[src/rtl/sha512_padder.sv]
// sha512_padder: byte-stream front end for the SHA-512 compression core.
// Collects message bytes into a 1024-bit big-endian chunk and applies
// FIPS 180-4 padding: 0x80 marker, zero fill, and a 128-bit bit-length.
// An extra chunk is emitted when the marker lands too late for the length.
module sha512_padder (
  input  logic          clk,
  input  logic          reset,
  input  logic          in_valid,
  output logic          in_ready,
  input  logic [7:0]    in_data,
  input  logic          in_last,
  output logic          out_valid,
  input  logic          out_ready,
  output logic [1023:0] out_chunk,
  output logic          out_first,
  output logic          out_final
);

  typedef enum logic [1:0] {
    ST_FILL = 2'd0,
    ST_PAD  = 2'd1,
    ST_EMIT = 2'd2
  } state_t;

  state_t        state_q, state_d;
  logic [1023:0] buffer_q, buffer_d;
  logic [7:0]    idx_q, idx_d;
  logic [60:0]   bytecnt_q, bytecnt_d;
  logic          first_q, first_d;
  logic          after_last_q, after_last_d;
  logic          pend80_q, pend80_d;
  logic          final_q, final_d;

  // LSB position of byte slot idx (slot 0 sits at the top of the chunk)
  function automatic logic [9:0] slot_lsb(input logic [7:0] idx);
    return 10'd1016 - {idx[6:0], 3'b000};
  endfunction

  // Next-state logic: byte capture, padding insertion and chunk handoff
  always_comb begin
    state_d      = state_q;
    buffer_d     = buffer_q;
    idx_d        = idx_q;
    bytecnt_d    = bytecnt_q;
    first_d      = first_q;
    after_last_d = after_last_q;
    pend80_d     = pend80_q;
    final_d      = final_q;
    case (state_q)
      ST_FILL: begin
        if (in_valid) begin
          buffer_d[slot_lsb(idx_q) +: 8] = in_data;
          idx_d     = idx_q + 8'd1;
          bytecnt_d = bytecnt_q + 61'd1;
          if (in_last) begin
            pend80_d = 1'b1;
            if (idx_q == 8'd127) begin
              // Chunk is full: marker and length go into a following chunk
              after_last_d = 1'b1;
              final_d      = 1'b0;
              state_d      = ST_EMIT;
            end else begin
              state_d = ST_PAD;
            end
          end else if (idx_q == 8'd127) begin
            after_last_d = 1'b0;
            final_d      = 1'b0;
            state_d      = ST_EMIT;
          end else begin
            state_d = ST_FILL;
          end
        end else begin
          state_d = ST_FILL;
        end
      end
      ST_PAD: begin
        pend80_d = 1'b0;
        if (pend80_q) begin
          buffer_d[slot_lsb(idx_q) +: 8] = 8'h80;
        end else begin
          buffer_d = buffer_q;
        end
        if (!pend80_q || (idx_q <= 8'd111)) begin
          // Length field fits: slots 112..127 carry the 128-bit bit count
          buffer_d[127:0] = {64'h0, bytecnt_q, 3'b000};
          final_d         = 1'b1;
        end else begin
          // Marker occupies the length area: length follows in another chunk
          final_d      = 1'b0;
          after_last_d = 1'b1;
        end
        state_d = ST_EMIT;
      end
      ST_EMIT: begin
        if (out_ready) begin
          buffer_d = '0;
          idx_d    = 8'd0;
          first_d  = 1'b0;
          final_d  = 1'b0;
          if (final_q) begin
            bytecnt_d    = 61'd0;
            after_last_d = 1'b0;
            first_d      = 1'b1;
            state_d      = ST_FILL;
          end else if (after_last_q) begin
            state_d = ST_PAD;
          end else begin
            state_d = ST_FILL;
          end
        end else begin
          state_d = ST_EMIT;
        end
      end
      default: begin
        state_d = ST_FILL;
      end
    endcase
  end

  // State registers with synchronous active-low reset
  always_ff @(posedge clk) begin
    if (!reset) begin
      state_q      <= ST_FILL;
      buffer_q     <= '0;
      idx_q        <= 8'd0;
      bytecnt_q    <= 61'd0;
      first_q      <= 1'b1;
      after_last_q <= 1'b0;
      pend80_q     <= 1'b0;
      final_q      <= 1'b0;
    end else begin
      state_q      <= state_d;
      buffer_q     <= buffer_d;
      idx_q        <= idx_d;
      bytecnt_q    <= bytecnt_d;
      first_q      <= first_d;
      after_last_q <= after_last_d;
      pend80_q     <= pend80_d;
      final_q      <= final_d;
    end
  end

  // Outputs are taken straight from registered state
  assign in_ready  = reset && (state_q == ST_FILL);
  assign out_valid = (state_q == ST_EMIT);
  assign out_chunk = buffer_q;
  assign out_first = first_q;
  assign out_final = final_q;

endmodule

[config.mk]
export PLATFORM = sky130hd
export DESIGN_NAME = sha512_padder
export DESIGN_NICKNAME = d
export VERILOG_FILES = /design/src/rtl/sha512_padder.sv
export SDC_FILE = /design/constraint.sdc
export NUM_CORES = 2
export LEC_CHECK = 0
export BUFFER_PORTS_ARGS = -buffer_cell sky130_fd_sc_hd__buf_2
export CAP_MARGIN = 0
export CORE_AREA = 2 2 409 411
export DETAILED_ROUTE_END_ITERATION = 6
export DIE_AREA = 0 0 411 413
export GPL_TIMING_DRIVEN = 1
export PLACE_DENSITY_LB_ADDON = 0.12
export SYNTH_ARGS = -nofsm -noshare
export SYNTH_HDL_FRONTEND = slang
export SYNTH_SLANG_ARGS = --single-unit
[constraint.sdc]
create_clock -name clk -period 2.6 [get_ports clk]
set_input_delay 0.39 -clock clk [delete_from_list [all_inputs] [get_ports clk]]
set_output_delay 0.39 -clock clk [all_outputs]
set_load 0.1 [all_outputs]
-- After elaboration in Yosys (flattened, before gate mapping)
Index checks and enable logic that the tools add are counted.
- magnitude comparators: 1
- equality and inequality tests: 11
- add/sub/neg operators: 4
- shift operators: 3
- muxes and demuxes: 38
- reductions and logical operators: 15
- operators by type and width (cell ; number):
    $mux 1024 ; 3
    $pmux 1024 s3 ; 1
    $bwmux 1024 ; 2
    $shift 8x12->1024 const A ; 1
    $shiftx 8x12->1024 ; 1
    $shiftx 8x12->1024 const A ; 1
    $mux 61 ; 3
    $mux 128 ; 1
    $pmux 61 s2 ; 1
    $add 61x1->61 const B ; 1
    $mux 8 ; 2
    $pmux 8 s2 ; 1
    $reduce_and 4->1 ; 4
    $mux 1 ; 15
    $neg 10->12 ; 1
    $mux 2 ; 5
    $ne 2x2->1 const B ; 5
    $sub 10x10->10 const A ; 1
    $add 8x1->8 const B ; 1
    $eq 8x7->1 const B ; 1
    $le 8x7->1 const B ; 1
    $pmux 1 s3 ; 2
    $pmux 2 s3 ; 1
    $reduce_and 3->1 ; 2
    13 further kinds ; 15
- word-level logic and storage cells: 81
- bits of input ports: 13
- output and inout bits: 1028
- register bits after elaboration: 1099

-- Longest topological paths before layout
- word-level depth: 7
- depth in mapped cells: 12
- depth with buffers taken out: 8

-- Worst setup path before layout
OpenSTA, ideal clock, no wires.
- path type: register to register
- start: register state_q[0]
- end: register bytecnt_q[60]
- data arrival time: 3118 ps
- setup time: 70 ps
- clock period less this slack: 3188 ps
- setup slack: -588 ps
- cell stages (with the launch flop): 10
- cell sequence: dfxtp_1 -> inv_1 -> ha_1 -> clkbuf_2 -> nor2_1 -> nor4b_4 -> nand3_2 -> or3_1 -> or4_1 -> a21oi_1
- cells in the longest elaborated chain, start to end: 3
- elaborated cells between the ends (all ways): 8
- those cells by class: eq/ne: 4; mux: 1; reduce/logical: 3
- RTL lines (what ; line ; text):
    start, declared ; 25 ; state_t state_q, state_d;
    start signal, assigned ; 132 ; state_q <= state_d;
    $eq 2x2->1 * ; - ;
    named net out_valid ; 12 ; output logic out_valid,
    $ne 2x1->1 (no line) / $reduce_bool 2->1 (equally long branches) ; - ;
    $reduce_and 4->1 (no line) ; - ;
    end signal, assigned ; 135 ; bytecnt_q <= bytecnt_d;
    end, declared ; 28 ; logic [60:0] bytecnt_q, bytecnt_d;
The timed path passes the listed nets; every way through them passes the cells marked *.
A chain may end at the register's enable or synchronous reset.

==> results_dict.tcl <==
set metrics [dict create \
    vias_per_cell 5.28 \
    wl_per_cell_um 31.5 \
    yosysUniqueCellTypes 90 \
    grt.overflow.total 0 \
    drt_iter0_markers 3368 \
    die_y_um 413 \
    worstPathRequired_ns 3.27 \
    track_usage 0.282 \
    syn_inst 4114 \
    rows 150 \
    hpwl_um 193000 \
    drive_above_1_share 0.388 \
    place_congestion 0.913 \
    antenna_found_initial 12 \
    core_area_mm2 0.166 \
    finalCriticalPeriod_ns 2.56 \
    clockBufferDepth 3 \
    yosysWarnings 0 \
    synth_common_cells "dfxtp_1 (1099), a22o_1 (484), nor2_1 (318)" \
    power_leakage_nw 25.8 \
    fp.dieArea_mm2 0.170 \
    slew_headroom 0.461 \
    critPathKind "reg -> reg" \
    grt_pass1_wl_um 339000 \
    num_io_pins 1041 \
    async_flop_share 0 \
    cts_tree "yes" \
    maxSlewViolCount 0 \
    maxCapViolations 0 \
    dr.pass1.iters 5 \
    hold_viol 0 \
    port_buffers 1040 \
    syn_avg_cell_area_um2 10.0 \
    powerDensity_mw_per_mm2 652 \
    yosys-top-cells-area "dfxtp_1 (53%), a22o_1 (10%), a32o_1 (3.6%)" \
    clk_pin_slew_ns 0.06 \
    ir_drop_uv 683 \
    end_kind "flip-flop" \
    ant_nets 0 \
    die_x_um 411 \
    arrival_ns 3.23 \
    worst_hold_slack_ns 0.0617 \
    syn_nets 4136 \
    start_util 0.249 \
    cts_inserted_buffers 133 \
    nNetsFinal 5698 \
    grt_pass1_vias 40071 \
    drc 0 \
    synth_area_mm2 0.0413 \
    setup_viol 0 \
    worst_setup_path_start_kind "flip-flop" \
    synth-seq-cells 1099 \
    status "finished clean" \
    syn_to_final_growth_pct 45.7 \
    clock_sinks 1099 \
    power_mw 39.2 \
    clock_latency_ns 0.81 \
    vias 42169 \
    synth_edf_count 0 \
    finClkSkew_ns 0.0300 \
    tns_ns 0 \
    hp-class "in -> reg" \
    crit_fanout 22 \
    rsz0062_at_grt "true" \
    ys_seq_area_frac 0.533 \
    htree_levels 4 \
    yosys_most_used_dff "dfxtp_1" \
    worstMarginPinSlew_ns 0.814 \
    synth_area_leader_cell "dfxtp_1" \
    fmax_mhz 390 \
    yosysMostFrequentCell "dfxtp_1" \
    grt_max_degree 60 \
    synth.top_cell.area_share 0.533 \
    period_share 0.986 \
    totalWireLength_um 251000 \
    clockRootBuffer "clkbuf_16" \
]
==> worst max-delay path, stage by stage (launching register included) <==
cell       delay, ns
dfxtp_1         0.37
buf_12          0.20
and3_2          0.27
buf_4           0.13
a31o_2          0.28
nand3_4         0.14
buf_4           0.23
o21ai_1         0.29
a21oi_1         0.15
buf_4           0.20
o2bb2ai_1       0.13
==> stage by stage <==
step	util	cell area (µm²)	setup slack [ns]	cells
4_1_cts	0.358	59400	-0.00320	7953
5_1_grt	0.362	60100	-0.0446	7984
3_5_place_dp	0.329	54500	-0.447	7700
6_report	0.362	60100	0.0359	7987
3_3_place_gp	0.329	54500	-0.521	7700
2_1_floorplan	-	41300	-0.0226	4114
==> where the power goes <==
part	internal, mW	switching, mW	total, mW	leakage, nW
clock network	11.0	8.03	19.1	2.16
logic	0.899	2.35	3.25	14.8
registers	16.9	0.0318	16.9	8.85
total	28.8	10.4	39.2	25.8
==> layout make-up <==
type / instances / area (µm²)
diodes: 3 / 7.51
clock buffers: 191 / 3820
clock inverters: 48 / 611
fillers: 17187 / 106000
inverters: 31 / 124
multi-input cells: 2646 / 18600
flip-flops and latches: 1099 / 22000
well taps: 2204 / 2760
repair buffers: 1765 / 12200
==> layout by cell type, fill, tap and decap left out, types with 34 or more instances in the layout <==
| cell | count |
|---|---|
| nor3_1 | 95 |
| clkbuf_16 | 139 |
| xnor2_1 | 37 |
| and3_1 | 48 |
| buf_2 | 1032 |
| nand3_1 | 109 |
| o21ai_0 | 218 |
| buf_12 | 105 |
| buf_4 | 594 |
| o221a_2 | 34 |
| nor2_1 | 277 |
| clkbuf_1 | 34 |
| a22o_1 | 484 |
| a32o_1 | 150 |
| nor2_2 | 37 |
| a31oi_1 | 49 |
| o21a_1 | 40 |
| dfxtp_1 | 1092 |
| o2bb2ai_1 | 166 |
| a21oi_1 | 215 |
| nand2_1 | 203 |
==> cells by family (layout without fill, tap and decap cells) <==
| logic type | Yosys count | in the layout | synth area share |
|---|---|---|---|
| AOI/OAI and AO/OA | 1571 | 1571 | 0.293 |
| xor gates and xnor gates | 53 | 53 | 0.0117 |
| adders and majority gates | 9 | 9 | 0.00273 |
| buffers and inverters | 369 | 2035 | 0.0379 |
| DFF | 1099 | 1099 | 0.533 |
| muxes | 5 | 5 | 0.00121 |
| other | 0 | 3 | 0 |
| and+or+nand+nor | 1008 | 1008 | 0.120 |
==> per-layer routing <==
metal | up-vias | wire length (µm) | track usage
li1 | 18799 | - | -
met5 | - | 11 | 0
met4 | 2 | 9870 | 0.102
met2 | 1643 | 117000 | 0.461
met3 | 369 | 19700 | 0.0813
met1 | 21356 | 105000 | 0.351
==> worst paths after layout <==
path / cells after the start / end / slack, ns / startpoint
worst max-delay path: 10 / flip-flop / 0.04 / idx_q[2]
worst min-delay path: 3 / flip-flop / 0.06 / reset
worst max register to register: 10 / flip-flop / 0.04 / idx_q[2]
worst min register to register: 1 / flip-flop / 0.46 / flip-flop
==> timing repair <==
action                                  CTS  global route
pin swaps                                 8            20
endpoints found under the setup margin  400           661
endpoints found under the hold margin     8             0
buffers inserted                          7            28
gates resized for setup                  68           105
hold buffers                              7             0
gates cloned                              0             4
No activity file was read; power rests on OpenSTA's default activity.
